--- config.mk ---
export PLATFORM = sky130hd
export DESIGN_NAME = mix_columns_engine
export DESIGN_NICKNAME = d
export VERILOG_FILES = /design/src/rtl/aes_gf_pkg.sv /design/src/rtl/gf_mixcol_column.sv /design/src/rtl/mix_columns_engine.sv
export SDC_FILE = /design/constraint.sdc
export NUM_CORES = 1
export LEC_CHECK = 0
export ABC_AREA = 1
export BUFFER_PORTS_ARGS = -buffer_cell sky130_fd_sc_hd__buf_4
export CORE_ASPECT_RATIO = 1.75
export CORE_MARGIN = 5
export CORE_UTILIZATION = 54
export DETAILED_ROUTE_END_ITERATION = 8
export GPL_TIMING_DRIVEN = 0
export PLACE_DENSITY_LB_ADDON = 0.1
export SYNTH_ARGS = -nofsm -noshare
export SYNTH_HDL_FRONTEND = slang
export SYNTH_HIERARCHICAL = 1
export SYNTH_SLANG_ARGS = --single-unit
--- constraint.sdc ---
create_clock -name clk -period 2.92 [get_ports clk]
set_input_delay 0 -clock clk [delete_from_list [all_inputs] [get_ports clk]]
set_output_delay 0 -clock clk [all_outputs]
set_load 0.05 [all_outputs]
--- src/rtl/aes_gf_pkg.sv ---
// aes_gf_pkg
// Shared types, constants and GF(2^8) helpers for the AES MixColumns engine.
// No ports: imported by gf_mixcol_column and mix_columns_engine.
//   aes_byte_t / aes_col_t / aes_state_t : byte, 32-bit column, 128-bit state
//   AES_POLY_LOW                         : low byte of x^8+x^4+x^3+x+1
//   xtime, gf_mul9/11/13/14              : constant multipliers over GF(2^8)
//   mc_state_e                           : engine control states
package aes_gf_pkg;

  typedef logic [7:0]   aes_byte_t;
  typedef logic [31:0]  aes_col_t;
  typedef logic [127:0] aes_state_t;

  localparam aes_byte_t AES_POLY_LOW = 8'h1B;

  typedef enum logic [1:0] {
    IDLE = 2'd0,
    BUSY = 2'd1,
    DONE = 2'd2
  } mc_state_e;

  // Multiply by x: shift left, reduce by the field polynomial when a bit falls off.
  function automatic aes_byte_t xtime(input aes_byte_t b);
    return {b[6:0], 1'b0} ^ (b[7] ? AES_POLY_LOW : 8'h00);
  endfunction

  // 9 = 8 + 1
  function automatic aes_byte_t gf_mul9(input aes_byte_t b);
    aes_byte_t b8;
    b8 = xtime(xtime(xtime(b)));
    return b8 ^ b;
  endfunction

  // 11 = 8 + 2 + 1
  function automatic aes_byte_t gf_mul11(input aes_byte_t b);
    aes_byte_t b2;
    aes_byte_t b8;
    b2 = xtime(b);
    b8 = xtime(xtime(b2));
    return b8 ^ b2 ^ b;
  endfunction

  // 13 = 8 + 4 + 1
  function automatic aes_byte_t gf_mul13(input aes_byte_t b);
    aes_byte_t b4;
    aes_byte_t b8;
    b4 = xtime(xtime(b));
    b8 = xtime(b4);
    return b8 ^ b4 ^ b;
  endfunction

  // 14 = 8 + 4 + 2
  function automatic aes_byte_t gf_mul14(input aes_byte_t b);
    aes_byte_t b2;
    aes_byte_t b4;
    aes_byte_t b8;
    b2 = xtime(b);
    b4 = xtime(b2);
    b8 = xtime(b4);
    return b8 ^ b4 ^ b2;
  endfunction

endpackage

--- src/rtl/gf_mixcol_column.sv ---
// gf_mixcol_column
// Purely combinational transform of one 32-bit AES column.
// Ports:
//   col     in  32  column, row 0 in bits [31:24]
//   inv     in  1   0 = MixColumns [02 03 01 01], 1 = InvMixColumns [0E 0B 0D 09]
//   col_out out 32  transformed column, same byte layout
module gf_mixcol_column
  import aes_gf_pkg::*;
(
  input  logic [31:0] col,
  input  logic        inv,
  output logic [31:0] col_out
);

  aes_byte_t a0, a1, a2, a3;

  assign a0 = col[31:24];
  assign a1 = col[23:16];
  assign a2 = col[15:8];
  assign a3 = col[7:0];

  // Each output row is the circulant matrix row times the column; 03*a is xtime(a)^a.
  always_comb begin
    col_out = '0;
    if (inv) begin
      col_out = {gf_mul14(a0) ^ gf_mul11(a1) ^ gf_mul13(a2) ^ gf_mul9(a3),
                 gf_mul9(a0)  ^ gf_mul14(a1) ^ gf_mul11(a2) ^ gf_mul13(a3),
                 gf_mul13(a0) ^ gf_mul9(a1)  ^ gf_mul14(a2) ^ gf_mul11(a3),
                 gf_mul11(a0) ^ gf_mul13(a1) ^ gf_mul9(a2)  ^ gf_mul14(a3)};
    end else begin
      col_out = {xtime(a0) ^ xtime(a1) ^ a1 ^ a2 ^ a3,
                 a0 ^ xtime(a1) ^ xtime(a2) ^ a2 ^ a3,
                 a0 ^ a1 ^ xtime(a2) ^ xtime(a3) ^ a3,
                 xtime(a0) ^ a0 ^ a1 ^ a2 ^ xtime(a3)};
    end
  end

endmodule

--- src/rtl/mix_columns_engine.sv ---
// mix_columns_engine
// Handshaked AES (Inv)MixColumns over a 128-bit state, COLS_PER_CYCLE columns
// per clock, so a block takes 4/COLS_PER_CYCLE work cycles.
// Ports:
//   clk, rst_n           clock (rising edge), synchronous active-low reset
//   in_valid/in_ready    input handshake; in_data (128) and in_inv sampled on accept
//   out_valid/out_ready  output handshake; out_data (128) and out_inv are registered
// Column c of the state is bits [127-32c -: 32].
module mix_columns_engine
  import aes_gf_pkg::*;
#(
  parameter int COLS_PER_CYCLE = 1
) (
  input  logic         clk,
  input  logic         rst_n,
  input  logic         in_valid,
  output logic         in_ready,
  input  logic [127:0] in_data,
  input  logic         in_inv,
  output logic         out_valid,
  input  logic         out_ready,
  output logic [127:0] out_data,
  output logic         out_inv
);

  if (!(COLS_PER_CYCLE == 1 || COLS_PER_CYCLE == 2 || COLS_PER_CYCLE == 4)) begin : g_bad_cols
    $error("mix_columns_engine: COLS_PER_CYCLE must be 1, 2 or 4");
  end

  // For 4 columns per cycle the step truncates to 0, but that path is never
  // taken because the single group is always the last one.
  localparam logic [1:0] CNT_STEP = 2'(COLS_PER_CYCLE);

  mc_state_e  state_q, state_d;
  logic [1:0] cnt_q, cnt_d;
  aes_state_t work_q, work_d;
  logic       inv_q, inv_d;
  aes_state_t out_data_q, out_data_d;
  logic       out_inv_q, out_inv_d;

  logic       accept;
  logic       last_group;
  aes_col_t   col_in  [COLS_PER_CYCLE];
  aes_col_t   col_res [COLS_PER_CYCLE];

  // Column mux: pick the group of columns starting at cnt from the working register.
  always_comb begin
    for (int g = 0; g < COLS_PER_CYCLE; g++) begin
      col_in[g] = work_q[127 - 32*(int'(cnt_q) + g) -: 32];
    end
  end

  for (genvar g = 0; g < COLS_PER_CYCLE; g++) begin : g_col
    gf_mixcol_column u_col (
      .col     (col_in[g]),
      .inv     (inv_q),
      .col_out (col_res[g])
    );
  end

  assign last_group = (int'(cnt_q) + COLS_PER_CYCLE) == 4;

  // State register and all datapath flops.
  always_ff @(posedge clk) begin
    if (!rst_n) begin
      state_q    <= IDLE;
      cnt_q      <= '0;
      work_q     <= '0;
      inv_q      <= 1'b0;
      out_data_q <= '0;
      out_inv_q  <= 1'b0;
    end else begin
      state_q    <= state_d;
      cnt_q      <= cnt_d;
      work_q     <= work_d;
      inv_q      <= inv_d;
      out_data_q <= out_data_d;
      out_inv_q  <= out_inv_d;
    end
  end

  // Next state. Columns are rewritten in place; the finished state is copied
  // into the output register so out_data never shows a partly transformed block.
  always_comb begin
    state_d    = state_q;
    cnt_d      = cnt_q;
    work_d     = work_q;
    inv_d      = inv_q;
    out_data_d = out_data_q;
    out_inv_d  = out_inv_q;
    accept     = in_valid && in_ready;
    case (state_q)
      IDLE: begin
        if (accept) begin
          work_d  = in_data;
          inv_d   = in_inv;
          cnt_d   = '0;
          state_d = BUSY;
        end
      end
      BUSY: begin
        for (int g = 0; g < COLS_PER_CYCLE; g++) begin
          work_d[127 - 32*(int'(cnt_q) + g) -: 32] = col_res[g];
        end
        if (last_group) begin
          cnt_d      = '0;
          out_data_d = work_d;
          out_inv_d  = inv_q;
          state_d    = DONE;
        end else begin
          cnt_d = cnt_q + CNT_STEP;
        end
      end
      DONE: begin
        // Handoff and a new accept may share the same cycle.
        if (out_ready) begin
          if (accept) begin
            work_d  = in_data;
            inv_d   = in_inv;
            cnt_d   = '0;
            state_d = BUSY;
          end else begin
            state_d = IDLE;
          end
        end
      end
      default: state_d = IDLE;
    endcase
  end

  // Outputs. in_ready is held low while reset is asserted.
  always_comb begin
    in_ready  = rst_n && ((state_q == IDLE) || ((state_q == DONE) && out_ready));
    out_valid = (state_q == DONE);
  end

  assign out_data = out_data_q;
  assign out_inv  = out_inv_q;

endmodule

==> run metrics, run 1 <==
DP Cell Count 4,146; status did not finish; gr usage total 62.0%; Final GP Congestion 1.16; ys async rst share 0%; Die Ht ~270 um; grt total ovfl 21; tool error [ERROR GRT-0232] Routing congestion too high. Check the congestion heatmap in the GUI.; Synth Area per Inst 5.98 um2; Post-Syn Area between 0.02 and 0.025 mm2; HPWL Detailed 80.8 mm; CTS Root Cell clkbuf_16; Synth Instances approximately 3.4k; worst setup endpoint GRT work_q[62]$_SDFFE_PN0P_/D; # port buffers 262; EDFF count, synth 0; H-tree levels 1; Ports around 260; last step reached global routing; Place WS -1.96 ns; starting density of the core a little over half; post-synthesis cell type count 44; Yosys reg bits roughly 260; predominant post-synthesis flop cell dfxtp_1; Die Wd ~160 um; sequential-to-total area share from yosys stat ~26%; clk buf depth 3; Cell Area, Placed roughly 0.023 mm2; largest net degree at the start of global routing 17; Rows 94; Num CTS Buffers 25; Synth Warn # 6; worst_ep kind register input; syn_nets roughly 3.5k; clk sinks 262
kinds of logic after synthesis:
| logic type | Yosys count | synth area share, % |
|---|---|---|
| xor gates and xnor gates | 204 | 9.27 |
| DFF | 262 | 25.8 |
| AOI/OAI and AO/OA | 496 | 13.3 |
| adders and majority gates | 5 | 0.307 |
| muxes | 1 | 0.0491 |
| and+or+nand+nor | 1727 | 35.9 |
| buffers and inverters | 709 | 15.4 |
cells in the mapped netlist (34+ instances only):
library cell | number | area share, %
clkbuf_1 | 73 | 1.3
a31oi_1 | 64 | 2.0
nand2_1 | 981 | 18
nor2_1 | 179 | 3.3
inv_2 | 49 | 0.90
a21oi_1 | 143 | 3.5
o21ai_1 | 34 | 0.84
o22ai_1 | 34 | 1.0
o21ai_0 | 181 | 4.4
xnor2_1 | 60 | 2.6
nand3_1 | 515 | 13
xor2_1 | 132 | 5.7
inv_1 | 411 | 7.6
buf_2 | 101 | 2.5
dfxtp_1 | 262 | 26
timing repair:
action | 4_1_cts
endpoints found under the hold margin | 125
setup endpoints to repair | 256
hold buffers | 126
pin swaps | 126
gates resized for setup | 611
cloned | 5
buffers inserted | 107
layer usage:
layer,global-route usage [%],overflow
met5,9.64,1
met4,66.6,10
met3,40.3,3
met2,86.4,5
met1,56.8,2
per-stage QoR:
| stage | util, % | hold slack (ns) | setup TNS (ns) |
|---|---|---|---|
| after detailed placement | 61.2 | 0.290 | -355.74 |
| after floorplan | - | 0.162 | 0 |
| after global placement | 61.2 | 0.292 | -350.16 |
| after CTS | 75.3 | 0.00431 | -55.68 |
==> inputs of run 2 (changes only) <==
--- a/config.mk
+++ b/config.mk
@@ -7,12 +7,11 @@
 export LEC_CHECK = 0
 export ABC_AREA = 1
 export BUFFER_PORTS_ARGS = -buffer_cell sky130_fd_sc_hd__buf_4
-export CORE_ASPECT_RATIO = 1.75
 export CORE_MARGIN = 5
-export CORE_UTILIZATION = 54
+export CORE_UTILIZATION = 40
 export DETAILED_ROUTE_END_ITERATION = 8
 export GPL_TIMING_DRIVEN = 0
-export PLACE_DENSITY_LB_ADDON = 0.1
+export PLACE_DENSITY_LB_ADDON = 0.15
 export SYNTH_ARGS = -nofsm -noshare
 export SYNTH_HDL_FRONTEND = slang
 export SYNTH_HIERARCHICAL = 1
==> constraint.sdc (replaced) <==
create_clock -name clk -period 3.8 [get_ports clk]
set_input_delay 0 -clock clk [delete_from_list [all_inputs] [get_ports clk]]
set_output_delay 0 -clock clk [all_outputs]
set_load 0.05 [all_outputs]
==> run metrics, run 2 <==
Worst Reg-to-Reg Cells 28; Leak Pwr approximately 14 nW; CP startpoint cnt_q[0]; most frequent cell after synthesis nand2_1 (unchanged); H-tree levels 1 (unchanged); Die Wd 236 um (was 157 um); Synth Area per Inst 5.98 um2 (unchanged); Slew @ Worst Pin ~0.99 ns; vias in the first global route 22.2k; Ports 264 (unchanged); Max Clk Rate 272 MHz; fin crit period about 3.7 ns; CP max FO 10; Slew headroom 34.3%; Final Hold Fails 0; HP Class in -> reg; gr usage total roughly a third; Rows 82 (was 94); CP endpoint work_q[108]; pwr dens 540 mW/mm2; Die ar. approximately 0.056 mm2; CTS Root Cell clkbuf_16 (unchanged); Synth area leader dfxtp_1 (unchanged); WL/cell around 21 um; initial antenna violation count 3; residual DRC count 0; Synth Warn # 6 (unchanged); core area 0.0503 mm2; Worst Path Class, Setup reg -> reg; syn_nets 3,542 (unchanged); FF-to-FF End work_q[108]; Setup violations, final 0; Max Slew Vio Count 0; post-synthesis cell type count 44 (unchanged); Commonest cells post-synth nand2_1 (981), nand3_1 (515), inv_1 (411), dfxtp_1 (262), o21ai_0 (181) (unchanged); Die Ht 236 um (was 267 um); first-pass GRT wire length 141 mm; status finished, final reports clean (was did not finish); share of post-route cells with drive strength above 1 20.2%; worst vdd ir approximately 390 uV; Startpoint Class flip-flop; TritonCTS clock tree built; fillers 5,204; Post-Syn Area 0.0204 mm2 (unchanged); Area Growth Syn to Fin 32.0%; final antenna-violating net count 0; CP endpoint kind flip-flop; clock latency on the worst-skew pair 0.59 ns; largest net degree at the start of global routing 16; most frequent cells in the layout nand2_1 (946), nand3_1 (514), inv_1 (402); starting density of the core 40.5% (was 54.3%); Yosys reg bits 262 (unchanged); clk buf depth 3 (unchanged); Num CTS Buffers 31 (was 25); maxcap violations 0; CTS clk-pin slew, worst paths 0.06 ns; ys async rst share 0% (unchanged); Iter 0 DRT Violations approximately 2.8k; 1st-pass router iterations 6; Synth Instances 3,404 (unchanged); sequential-to-total area share from yosys stat 25.8% (unchanged); WP data required about 4.3 ns; cell mode on critical path nand2_1; fin nets roughly 4k; area share of the largest cell type after synthesis 25.8% (unchanged); crit path DAT 4.20 ns; # port buffers 262 (unchanged); DR vias 24.6k; Final GP Congestion 1.02 (was 1.16); grt total ovfl 0; RSZ-0062 raised after global routing yes; most common cell after layout, fill and taps aside nand2_1; clk sinks 262 (unchanged); DP Cell Count 4,338 (was 4,146); predominant post-synthesis flop cell dfxtp_1 (unchanged); Period Utilization, post-route 96.7%; # diodes 0; final wirelength roughly 100 mm; synth top area cells dfxtp_1 (26%), nand2_1 (18%), nand3_1 (13%), inv_1 (7.6%), xor2_1 (5.7%) (unchanged); RR Startpoint cnt_q[0]; Non-Filler Instances between 4k and 5k; Sum Neg Setup Slack 0 ns; peak per-stage delay on the critical path between 0.4 and 0.5 ns; area of the multi-input gates between 0.01 and 0.015 mm2; Crit-path slowest cell dfxtp_4; via/cell ratio between 5 and 6; R2R setup slack ~0.13 ns; HPWL Detailed 76.6 mm (was 80.8 mm); register area roughly 0.0053 mm2; final setup skew ~0.019 ns; EDFF count, synth 0 (unchanged)
## run 2: what timing repair did
item                                    CTS  global route
buffers inserted                          8            34
resized for setup                       127           162
pin swaps                                 7            15
endpoints found under the hold margin   130             0
hold buffers                            131             0
endpoints found under the setup margin  254           226
gates cloned                              0             1
## run 2: kinds of logic after synthesis
kind of cell    after synthesis  share of synthesized area (%)
mux                           1                         0.0491
xor+xnor                    204                           9.27
compound gates              496                           13.3
fa+ha+maj                     5                          0.307
simple gates               1727                           35.9
flops                       262                           25.8
buf+inv                     709                           15.4
## run 2: worst min path at each step
stage | startpoint | to | cells past startpoint
6_report | in_data[67] | work_q[67] | 7
5_1_grt | in_data[27] | work_q[27] | 7
4_1_cts | in_data[27] | work_q[27] | 7
3_5_place_dp | in_inv | inv_q | 3
3_3_place_gp | in_inv | inv_q | 3
2_1_floorplan | in_inv | inv_q | 2
## run 2: area by class of cell
cell class	count	area share, %
Buffer	244	5.53
Timing Repair Buffer	436	13.5
Inverter	465	6.64
Clock inverter	16	0.992
Tap cell	672	3.13
Clock buffer	42	3.23
Sequential cell	262	19.5
Multi-Input combinational cell	2433	47.4
## run 2: worst max-delay path, delay by kind of cell (launching register included)
kind            cells  cell delay (ns)
compound gates      1             0.10
xor+xnor            1             0.19
buf+inv            10             1.29
flops               1             0.42
simple gates       16             1.57
## run 2: metal layers
metal  up-vias  share of wire, %  track usage (%)
met2      1322                45             53.9
met1     11300                40             42.9
met4         2               6.3             15.8
li1      11700                 -                -
met5         -            0.0092                0
met3       295               8.8             5.06
## run 2: stage by stage
step           total power [mW]  hold WS, ns  area [um2]  worst slack [ns]  utilization [%]
2_1_floorplan              7.75        0.162       20400             0.859                -
3_3_place_gp               9.93        0.313       23200            -0.864             46.1
3_5_place_dp               9.97        0.309       23200            -0.815             46.1
4_1_cts                    13.7      0.00138       26100           0.00327             51.9
5_1_grt                    15.2       0.0378       26900           -0.0305             53.5
6_report                   14.5       0.0160       26900             0.125             53.5
## run 2: power breakdown
part	total (mW)	internal, mW	switching [mW]
Sequential	2.98	2.85	0.130
Combinational	8.13	2.73	5.40
Clock	3.38	2.07	1.32
Total	14.5	7.65	6.85
Power figures use the tool's default switching activity.
